## src/rtl/matrix_skewer.sv

```systemverilog
// Skews a 4x4 matrix into seven anti-diagonal wavefronts over four lanes,
// producing the staggered per-lane input schedule for the systolic array.
module matrix_skewer #(
    parameter int W = 32
) (
    input  logic         clk,
    input  logic         rst_n,
    input  logic [W-1:0] m11, m12, m13, m14,
    input  logic [W-1:0] m21, m22, m23, m24,
    input  logic [W-1:0] m31, m32, m33, m34,
    input  logic [W-1:0] m41, m42, m43, m44,
    input  logic         in_valid,
    output logic         in_ready,
    input  logic         stall,
    output logic [W-1:0] d1, d2, d3, d4,
    output logic         v1, v2, v3, v4,
    output logic [2:0]   wave,
    output logic         busy,
    output logic         last
);

    typedef enum logic {IDLE, STREAM} state_t;

    state_t       state, state_n;
    logic [2:0]   wave_q, wave_n;
    logic         accept, load, emit;

    logic [W-1:0] m_in      [16];
    logic [W-1:0] mat_p0    [16];
    logic [W-1:0] src_p0    [16];
    logic [W-1:0] lane_d_p0 [4];
    logic [3:0]   lane_v_p0;
    logic [W-1:0] d_p1      [4];
    logic [3:0]   v_p1;

    assign m_in[0]  = m11;  assign m_in[1]  = m12;  assign m_in[2]  = m13;  assign m_in[3]  = m14;
    assign m_in[4]  = m21;  assign m_in[5]  = m22;  assign m_in[6]  = m23;  assign m_in[7]  = m24;
    assign m_in[8]  = m31;  assign m_in[9]  = m32;  assign m_in[10] = m33;  assign m_in[11] = m34;
    assign m_in[12] = m41;  assign m_in[13] = m42;  assign m_in[14] = m43;  assign m_in[15] = m44;

    assign busy     = (state == STREAM);
    assign last     = busy && (wave_q == 3'd6);
    assign in_ready = (state == IDLE) || (last && !stall);
    assign accept   = in_valid && in_ready;

    always_comb begin
        state_n = state;
        wave_n  = wave_q;
        load    = 1'b0;
        emit    = 1'b0;
        case (state)
            IDLE: begin
                if (accept) begin
                    state_n = STREAM;
                    wave_n  = 3'd0;
                    load    = 1'b1;
                    emit    = 1'b1;
                end
            end
            STREAM: begin
                if (!stall) begin
                    if (wave_q != 3'd6) begin
                        wave_n = wave_q + 3'd1;
                        emit   = 1'b1;
                    end else if (accept) begin
                        wave_n = 3'd0;
                        load   = 1'b1;
                        emit   = 1'b1;
                    end else begin
                        state_n = IDLE;
                        wave_n  = 3'd0;
                    end
                end
            end
            default: state_n = IDLE;
        endcase
    end

    // Stage p0: select the wavefront about to be presented; a fresh matrix
    // is read straight from the ports so wave 0 appears right after accept.
    always_comb begin
        int k, row, col;
        for (int i = 0; i < 16; i++)
            src_p0[4'(i)] = load ? m_in[4'(i)] : mat_p0[4'(i)];
        k = int'(wave_n);
        lane_v_p0 = 4'b0000;
        for (int j = 0; j < 4; j++) begin
            row = j + 1 + ((k > 3) ? (k - 3) : 0);
            col = k + 2 - row;
            lane_d_p0[2'(j)] = '0;
            if (row >= 1 && row <= 4 && col >= 1 && col <= 4) begin
                lane_d_p0[2'(j)] = src_p0[4'((row - 1) * 4 + col - 1)];
                lane_v_p0[2'(j)] = 1'b1;
            end
        end
    end

    // Stage p1: registered lanes; stall simply suppresses every update.
    always_ff @(posedge clk or negedge rst_n) begin
        if (!rst_n) begin
            state  <= IDLE;
            wave_q <= 3'd0;
            mat_p0 <= '{default: '0};
            d_p1   <= '{default: '0};
            v_p1   <= 4'b0000;
        end else begin
            state  <= state_n;
            wave_q <= wave_n;
            if (load)
                mat_p0 <= m_in;
            if (emit) begin
                d_p1 <= lane_d_p0;
                v_p1 <= lane_v_p0;
            end else if (state_n == IDLE) begin
                d_p1 <= '{default: '0};
                v_p1 <= 4'b0000;
            end
        end
    end

    assign wave = wave_q;
    assign d1 = d_p1[0];
    assign d2 = d_p1[1];
    assign d3 = d_p1[2];
    assign d4 = d_p1[3];
    assign v1 = v_p1[0];
    assign v2 = v_p1[1];
    assign v3 = v_p1[2];
    assign v4 = v_p1[3];

endmodule

```

## config.mk

```make
export PLATFORM = sky130hd
export DESIGN_NAME = matrix_skewer
export DESIGN_NICKNAME = d
export VERILOG_FILES = /design/src/rtl/matrix_skewer.sv
export SDC_FILE = /design/constraint.sdc
export NUM_CORES = 1
export LEC_CHECK = 0
export CORE_AREA = 3 3 254 256
export DETAILED_ROUTE_END_ITERATION = 7
export DIE_AREA = 0 0 257 259
export GPL_ROUTABILITY_DRIVEN = 0
export GPL_TIMING_DRIVEN = 0
export PLACE_DENSITY_LB_ADDON = 0.3
export SLEW_MARGIN = 20
export SYNTH_ARGS = -nofsm -noshare
export SYNTH_HDL_FRONTEND = slang
export SYNTH_SLANG_ARGS = --single-unit
```

## constraint.sdc

```tcl
create_clock -name clk -period 12.09 [get_ports clk]
set_input_delay 1.209 -clock clk [delete_from_list [all_inputs] [get_ports clk]]
set_output_delay 1.209 -clock clk [all_outputs]
set_load 0.01 [all_outputs]
```

==> summary.md, run 1 <==
| Metric | Value |
|---|---|
| Register clock-pin slew on the reported worst setup and hold paths | `about 0.06 ns` |
| Iteration-0 DRC count of the detailed router | `652` |
| Setup crit end | `d2[30]` |
| Proportion of register bits with asynchronous set or reset after synthesis | `1.00` |
| Path type of the worst setup path | `in2reg` |
| Postcts setup bufs | `0` |
| Number of enable-type register cells in the synthesized netlist | `0` |
| Area Growth Syn to Fin | `34.5%` |
| DRT Pass-1 Iters | `5` |
| Post-CTS Resized | `0` |
| Post-DRT Antenna Nets | `0` |
| YS warnings | `320` |
| RSZ-0062 raised after global routing | `false` |
| Max Buffers Root-to-Sink | `3` |
| Placed cell count | `approximately 2700` |
| Commonest cells after routing, fill and taps aside | `330 x clkdlybuf4s50_1, 326 x dfrtp_1, 322 x mux2i_1` |
| Detailed-placement wirelength estimate | `approximately 46000 um` |
| Clock Tree Root | `clkbuf_16` |
| Number of antenna violations at the first check in global routing | `18` |
| Final Core Density | `0.385` |
| Site Rows | `92` |
| Count of final setup violators | `0` |
| Via count of the routed design | `~12000` |
| Transition time at the pin with the least slew margin | `1.14 ns` |
| Worst hold path type | `reg2reg` |
| Origin of the worst setup path | `stall` |
| Worst clock skew on the final layout | `roughly 0.022 ns` |
| Critical-path maximum fanout | `10` |
| Synth Instances | `about 1400` |
| Cells on Worst Hold Path | `2` |
| Detailed-route wire length | `~63000 um` |
| Total track usage | `0.189` |
| Grt ovf | `0` |
| Number of hold-slack violations in the final timing report | `0` |
| Setup crit end kind | `flop` |
| Clock sinks | `326` |
| Starting density of the core | `0.286` |
| Slack of the worst reg-to-reg path | `around 5.3 ns` |
| Fmax | `134 MHz` |
| Number of maximum-capacitance violations | `0` |
| Mean instance size in the synthesized netlist | `12.9 sq um` |
| TritonCTS clock tree | `yes` |
| Die area | `0.0666 sq mm` |
| Vias per std cell | `4.57` |
| Most common cell after layout, fill and taps aside | `clkdlybuf4s50_1` |
| Mapped cell area | `between 0.015 and 0.02 sq mm` |
| Count of input and output buffers | `~330` |
| Max-slew headroom at the worst pin | `0.242` |
| Prevailing post-synth register cell | `dfrtp_1` |
| Final net count | `2398` |
| Number of distinct standard cells referenced by the synthesized netlist | `57` |
| Register bit total from synthesis | `approximately 330` |
| Worst reg-to-reg path cell count | `21` |
| Worst setup SP type | `input port` |
| Die X | `approximately 260 um` |
| FF-to-FF Start | `busy` |
| Count of final max-slew check failures | `0` |
| Core region area | `0.0627 sq mm` |
| Setup TNS Final | `0 ns` |
| Count of pins on the block boundary | `654` |
| Clock latency reported for the late side of the worst-skew pair | `0.57 ns` |
| Fraction of the yosys area taken by sequential cells | `0.454` |
| Largest net degree at the start of global routing | `96` |
| CTS Hold Buffers Added | `0` |
| Fin crit period | `approximately 7.4 ns` |
| Global-route wire length before repair | `roughly 92000 um` |
| Endpoint of the most critical register-to-register path | `d2[30]` |
| Die Y-Extent | `~260 um` |
| Worst EP required | `~13 ns` |
| Number of global-route vias before repair | `between 10000 and 15000` |
| TritonCTS Buffers | `just over 40` |
| Worst slack after detailed placement | `about 3.6 ns` |
| Signal arrival time at the worst endpoint | `7.89 ns` |
| Number of DRC violations after detailed routing | `0` |
| Count of placed standard cells in the final layout, fillers left out | `about 2700` |
| Smallest setup slack after layout | `around 4.6 ns` |
| Final routed wire length divided by cell count | `around 23 um` |
| Period Utilization, post-route | `0.616` |
| Proportion of layout cells with a drive suffix above 1 | `0.180` |
| Number of H-tree levels | `2` |
| Result of the run | `complete, no violations` |
stage by stage:
step,hold WS (ns),instance area (sq um)
after floorplan,0.456,18200
final,0.497,24200
after CTS,0.500,24100
after detailed placement,0.476,22700
after global routing,0.518,24100
after global placement,0.470,22600
layer usage:
metal,part of all wire,up-vias,global-route usage
met2,0.47,408,0.306
met4,0.026,18,0.0540
met5,0.0021,-,0
li1,-,5634,-
met1,0.43,6337,0.242
met3,0.073,90,0.0597
how the worst min path moves through the flow:
| stage | slack [ns] | endpoint | from |
|---|---|---|---|
| floorplan | 0.46 | mat_p0[328] | mat_p0[328] |
| global placement | 0.47 | mat_p0[350] | mat_p0[350] |
| detailed placement | 0.48 | v_p1[1] | v_p1[1] |
| CTS | 0.50 | mat_p0[509] | mat_p0[509] |
| global route | 0.52 | d2[25] | d2[25] |
| finish | 0.50 | mat_p0[509] | mat_p0[509] |
cells by family after synthesis:
kind of cell               count (synthesis)  share of synthesized area
xor gates and xnor gates                   8                    0.00390
adders and majority gates                 32                     0.0236
muxes                                    451                      0.341
and+or+nand+nor                           60                     0.0210
AOI/OAI and AO/OA                         95                     0.0443
DFF                                      326                      0.454
buffers and inverters                    423                      0.112
other                                      2                   0.000418
area by class of cell:
cell class,count,area [sq um]
Fill cell,6032,38600
Sequential cell,326,8160
Multi-Input combinational cell,723,8080
Timing Repair Buffer,335,3410
Clock buffer,57,1210
Tap cell,846,1060
Inverter,277,1040
Buffer,146,970
Clock inverter,16,216
Antenna cell,8,20.0
worst max-delay path: stages:
cell and delay [ns]:
clkdlybuf4s50_1 0.48, o21bai_1 0.23, a311oi_4 0.59, inv_1 0.28, ha_1 0.36, o21ai_2 0.16
inv_1 0.16, ha_1 0.30, inv_1 0.04, ha_1 0.30, buf_4 0.18, xor2_1 0.17
ha_1 0.32, fa_1 0.50, clkbuf_1 0.28, buf_6 0.23, clkbuf_2 0.49, clkbuf_1 0.90
mux4_2 0.42, mux2i_1 0.08, a22o_1 0.19
synthesized netlist by cell type (2+ instances only):
master	n	area share
and2_1	3	0.0010
nor2_1	13	0.0027
nand3_1	4	0.0011
o31ai_1	3	0.0013
o21bai_1	3	0.0013
buf_2	19	0.0053
a22o_1	66	0.032
conb_1	2	0.00042
mux2i_1	322	0.18
fa_1	3	0.0033
inv_2	2	0.00042
nand3b_1	2	0.00084
o2bb2ai_1	2	0.00098
nor4_4	2	0.0024
xnor2_1	4	0.0020
buf_4	93	0.039
ha_1	29	0.020
a21oi_1	7	0.0020
mux4_2	128	0.16
o21ai_0	4	0.0011
buf_1	5	0.0010
nor2b_1	2	0.00070
nand2_1	13	0.0027
dfrtp_1	326	0.45
nand2b_1	4	0.0014
buf_6	6	0.0038
inv_1	275	0.057
xor2_1	4	0.0020
clkbuf_1	23	0.0048
sequential cells by signal, summed over array words and instances (netlist names):
signal / cells
d1: 32
d2: 32
wave: 3
v_p1: 2
mat_p0: 256
busy: 1
Power of run 1 is not shown: default switching activity piles up to over one toggle a cycle in this logic, so the estimate is an artifact.
==> run 2: changes to the inputs <==
==> constraint.sdc (replaced) <==
create_clock -name clk -period 6.8 [get_ports clk]
set_input_delay 0.68 -clock clk [delete_from_list [all_inputs] [get_ports clk]]
set_output_delay 0.68 -clock clk [all_outputs]
set_load 0.01 [all_outputs]
==> run 2 against run 1 <==
Against the previous run: non-clock buffer count fell by 1; hold slack worse by 0.00080 ns; count of clock-buffer cells in the layout unchanged; clock skew is 0.0011 ns higher; design area barely moved; register-to-register slack got worse by 4.9 ns; wire length decreased by 0.16%; highest routed layer unchanged; flip-flop and latch count unchanged; first-iteration DRC count grew 6.6%; sequential share of layout area about the same; core utilization about the same.
==> summary.md, run 2 (synthesized netlist as in run 1, its figures left out) <==
| Metric | Value |
|---|---|
| Path type of the worst setup path | `in2reg` |
| Max-slew headroom at the worst pin | `0.262 (+0.0197)` |
| DRT Pass-1 Iters | `6 (+1)` |
| Clock latency reported for the late side of the worst-skew pair | `0.58 ns (about the same)` |
| Count of final setup violators | `0 (unchanged)` |
| Area Growth Syn to Fin | `34.6% (about the same)` |
| Period Utilization, post-route | `0.963` |
| # fillers | `6031 (-0.017%)` |
| Site Rows | `92 (unchanged)` |
| Global-route wire length before repair | `92000 um (about the same)` |
| Max Buffers Root-to-Sink | `3 (unchanged)` |
| Worst slack after detailed placement | `-1.19 ns (-4.76 ns)` |
| Die X | `257 um (unchanged)` |
| Worst setup SP type | `input port` |
| Most common cell after layout, fill and taps aside | `clkdlybuf4s50_1` |
| Postcts setup bufs | `0 (unchanged)` |
| Number of maximum-capacitance violations | `0 (unchanged)` |
| Number of H-tree levels | `2 (unchanged)` |
| TritonCTS Buffers | `41 (unchanged)` |
| Number of DRC violations after detailed routing | `0 (unchanged)` |
| Worst clock skew on the final layout | `0.0228 ns (+0.00109 ns)` |
| Fin crit period | `between 6 and 7 ns` |
| Transition time at the pin with the least slew margin | `1.11 ns (-0.0296 ns)` |
| Number of antenna violations at the first check in global routing | `18 (unchanged)` |
| Register clock-pin slew on the reported worst setup and hold paths | `0.06 ns (about the same)` |
| Critical path cell sequence | `clkdlybuf4s50_1, o21bai_1, a311oi_4, inv_1, ha_1, o21ai_2, inv_1, ha_1, inv_1, fa_1, xor2_1, ha_1, inv_1, fa_1, buf_1, clkdlybuf4s15_1, mux4_2, mux2i_1, a22o_1` |
| Smallest setup slack after layout | `0.251 ns (-4.39 ns)` |
| Routed length on met2 | `29700 um (-0.73%)` |
| Grt ovf | `0 (unchanged)` |
| Clock Tree Root | `clkbuf_16` |
| Clock sinks | `326 (unchanged)` |
| Count of pins on the block boundary | `654 (unchanged)` |
| Cell mode on critical path | `inv_1` |
| Core region area | `0.0627 sq mm (unchanged)` |
| Worst hold path type | `reg2reg` |
| Fmax | `approximately 150 MHz` |
| Number of global-route vias before repair | `13564 (+0.096%)` |
| Setup crit end kind | `flop` |
| Worst EP required | `7.29 ns (-5.24 ns)` |
| Total track usage | `0.189 (about the same)` |
| Iteration-0 DRC count of the detailed router | `695 (+6.6%)` |
| Die area | `0.0666 sq mm (unchanged)` |
| Count of final max-slew check failures | `0 (unchanged)` |
| RSZ-0062 raised after global routing | `false` |
| Critical-path maximum fanout | `10 (unchanged)` |
| Register with the most flip-flops | `mat_p0` |
| Final net count | `2397 (-0.042%)` |
| Die Y-Extent | `259 um (unchanged)` |
| Flip-flop count of the largest register, all copies and words added | `256 (unchanged)` |
| Master of the slowest instance on the critical path | `clkdlybuf4s15_1` |
| Starting density of the core | `0.286 (unchanged)` |
| Detailed-route wire length | `63000 um (-0.16%)` |
| Number of hold-slack violations in the final timing report | `0 (unchanged)` |
| Proportion of layout cells with a drive suffix above 1 | `0.183 (+0.00276)` |
| Post-DRT Antenna Nets | `0 (unchanged)` |
| Via count of the routed design | `12488 (+0.0080%)` |
| Vias per std cell | `4.57 (about the same)` |
| Largest net degree at the start of global routing | `96 (unchanged)` |
| Uppermost routed layer | `met5` |
| DR WL met3 | `4420 um (-4.1%)` |
| Met1 WL | `27000 um (+0.66%)` |
| Result of the run | `complete, no violations` |
| Detailed-placement wirelength estimate | `46000 um (unchanged)` |
| Final routed wire length divided by cell count | `23.1 um (-0.12%)` |
| Worst path max stage delay | `0.80 ns (-0.10 ns)` |
| TritonCTS clock tree | `yes` |
| Signal arrival time at the worst endpoint | `7.04 ns (-0.85 ns)` |
| Commonest cells after routing, fill and taps aside | `330 x clkdlybuf4s50_1, 326 x dfrtp_1, 322 x mux2i_1` |
| Count of input and output buffers | `331 (unchanged)` |
-- run 2: area by class of cell --
cell class,instances,area (sq um),share of cell area
sequential,326,8160,0.338
tap,846,1060,0.0438
buffer,145,978,0.0405
inverter,277,1040,0.0430
clock inverter,16,216,0.00896
antenna,8,20.0,0.000828
timing repair buffer,335,3410,0.141
clock buffer,57,1210,0.0500
multi-input combinational,723,8080,0.334
-- run 2: routing by layer --
| layer | track usage | up-vias |
|---|---|---|
| met4 | 0.0567 | 18 |
| li1 | - | 5627 |
| met1 | 0.242 | 6370 |
| met5 | 0 | - |
| met2 | 0.305 | 382 |
| met3 | 0.0605 | 91 |
-- run 2: path summary, 6_finish.rpt --
kind	startpoint	to	slack, ns	depth (start not counted)
min	v_p1[1]	v_p1[1]	0.50	2
max reg2reg	busy	d1[24]	0.42	19
min reg2reg	v_p1[1]	v_p1[1]	0.50	2
min in group asynchronous	rst_n	mat_p0[466]	0.60	2
max	stall	d1[24]	0.25	19
max in group asynchronous	rst_n	mat_p0[354]	4.85	4
-- run 2: timing repair --
action | CTS | global route
gates cloned | 0 | 0
setup endpoints to repair | 32 | 24
resized for setup | 3 | 11
endpoints found under the hold margin | 9 | 0
hold buffers | 1 | 0
-- run 2: worst max-delay path, delay by kind of cell --
family | cells | cell delay (ns)
AO/OA/AOI/OAI | 4 | 1.14
XOR/XNOR | 1 | 0.20
adder cells (fa/ha/maj) | 5 | 1.94
buffers and inverters | 7 | 2.41
multiplexers | 2 | 0.64
-- run 2: through the flow --
stage	setup TNS (ns)	cells	hold slack (ns)	util	instance area (sq um)
floorplan	0	1472	0.384	-	18200
global placement	-3260.61	2649	0.470	0.360	22600
detailed placement	-38.77	2652	0.476	0.362	22700
CTS	0	2725	0.500	0.385	24100
global route	0	2728	0.518	0.385	24200
finish	0	2733	0.497	0.385	24200
Power of run 2 is left out for the same reason.
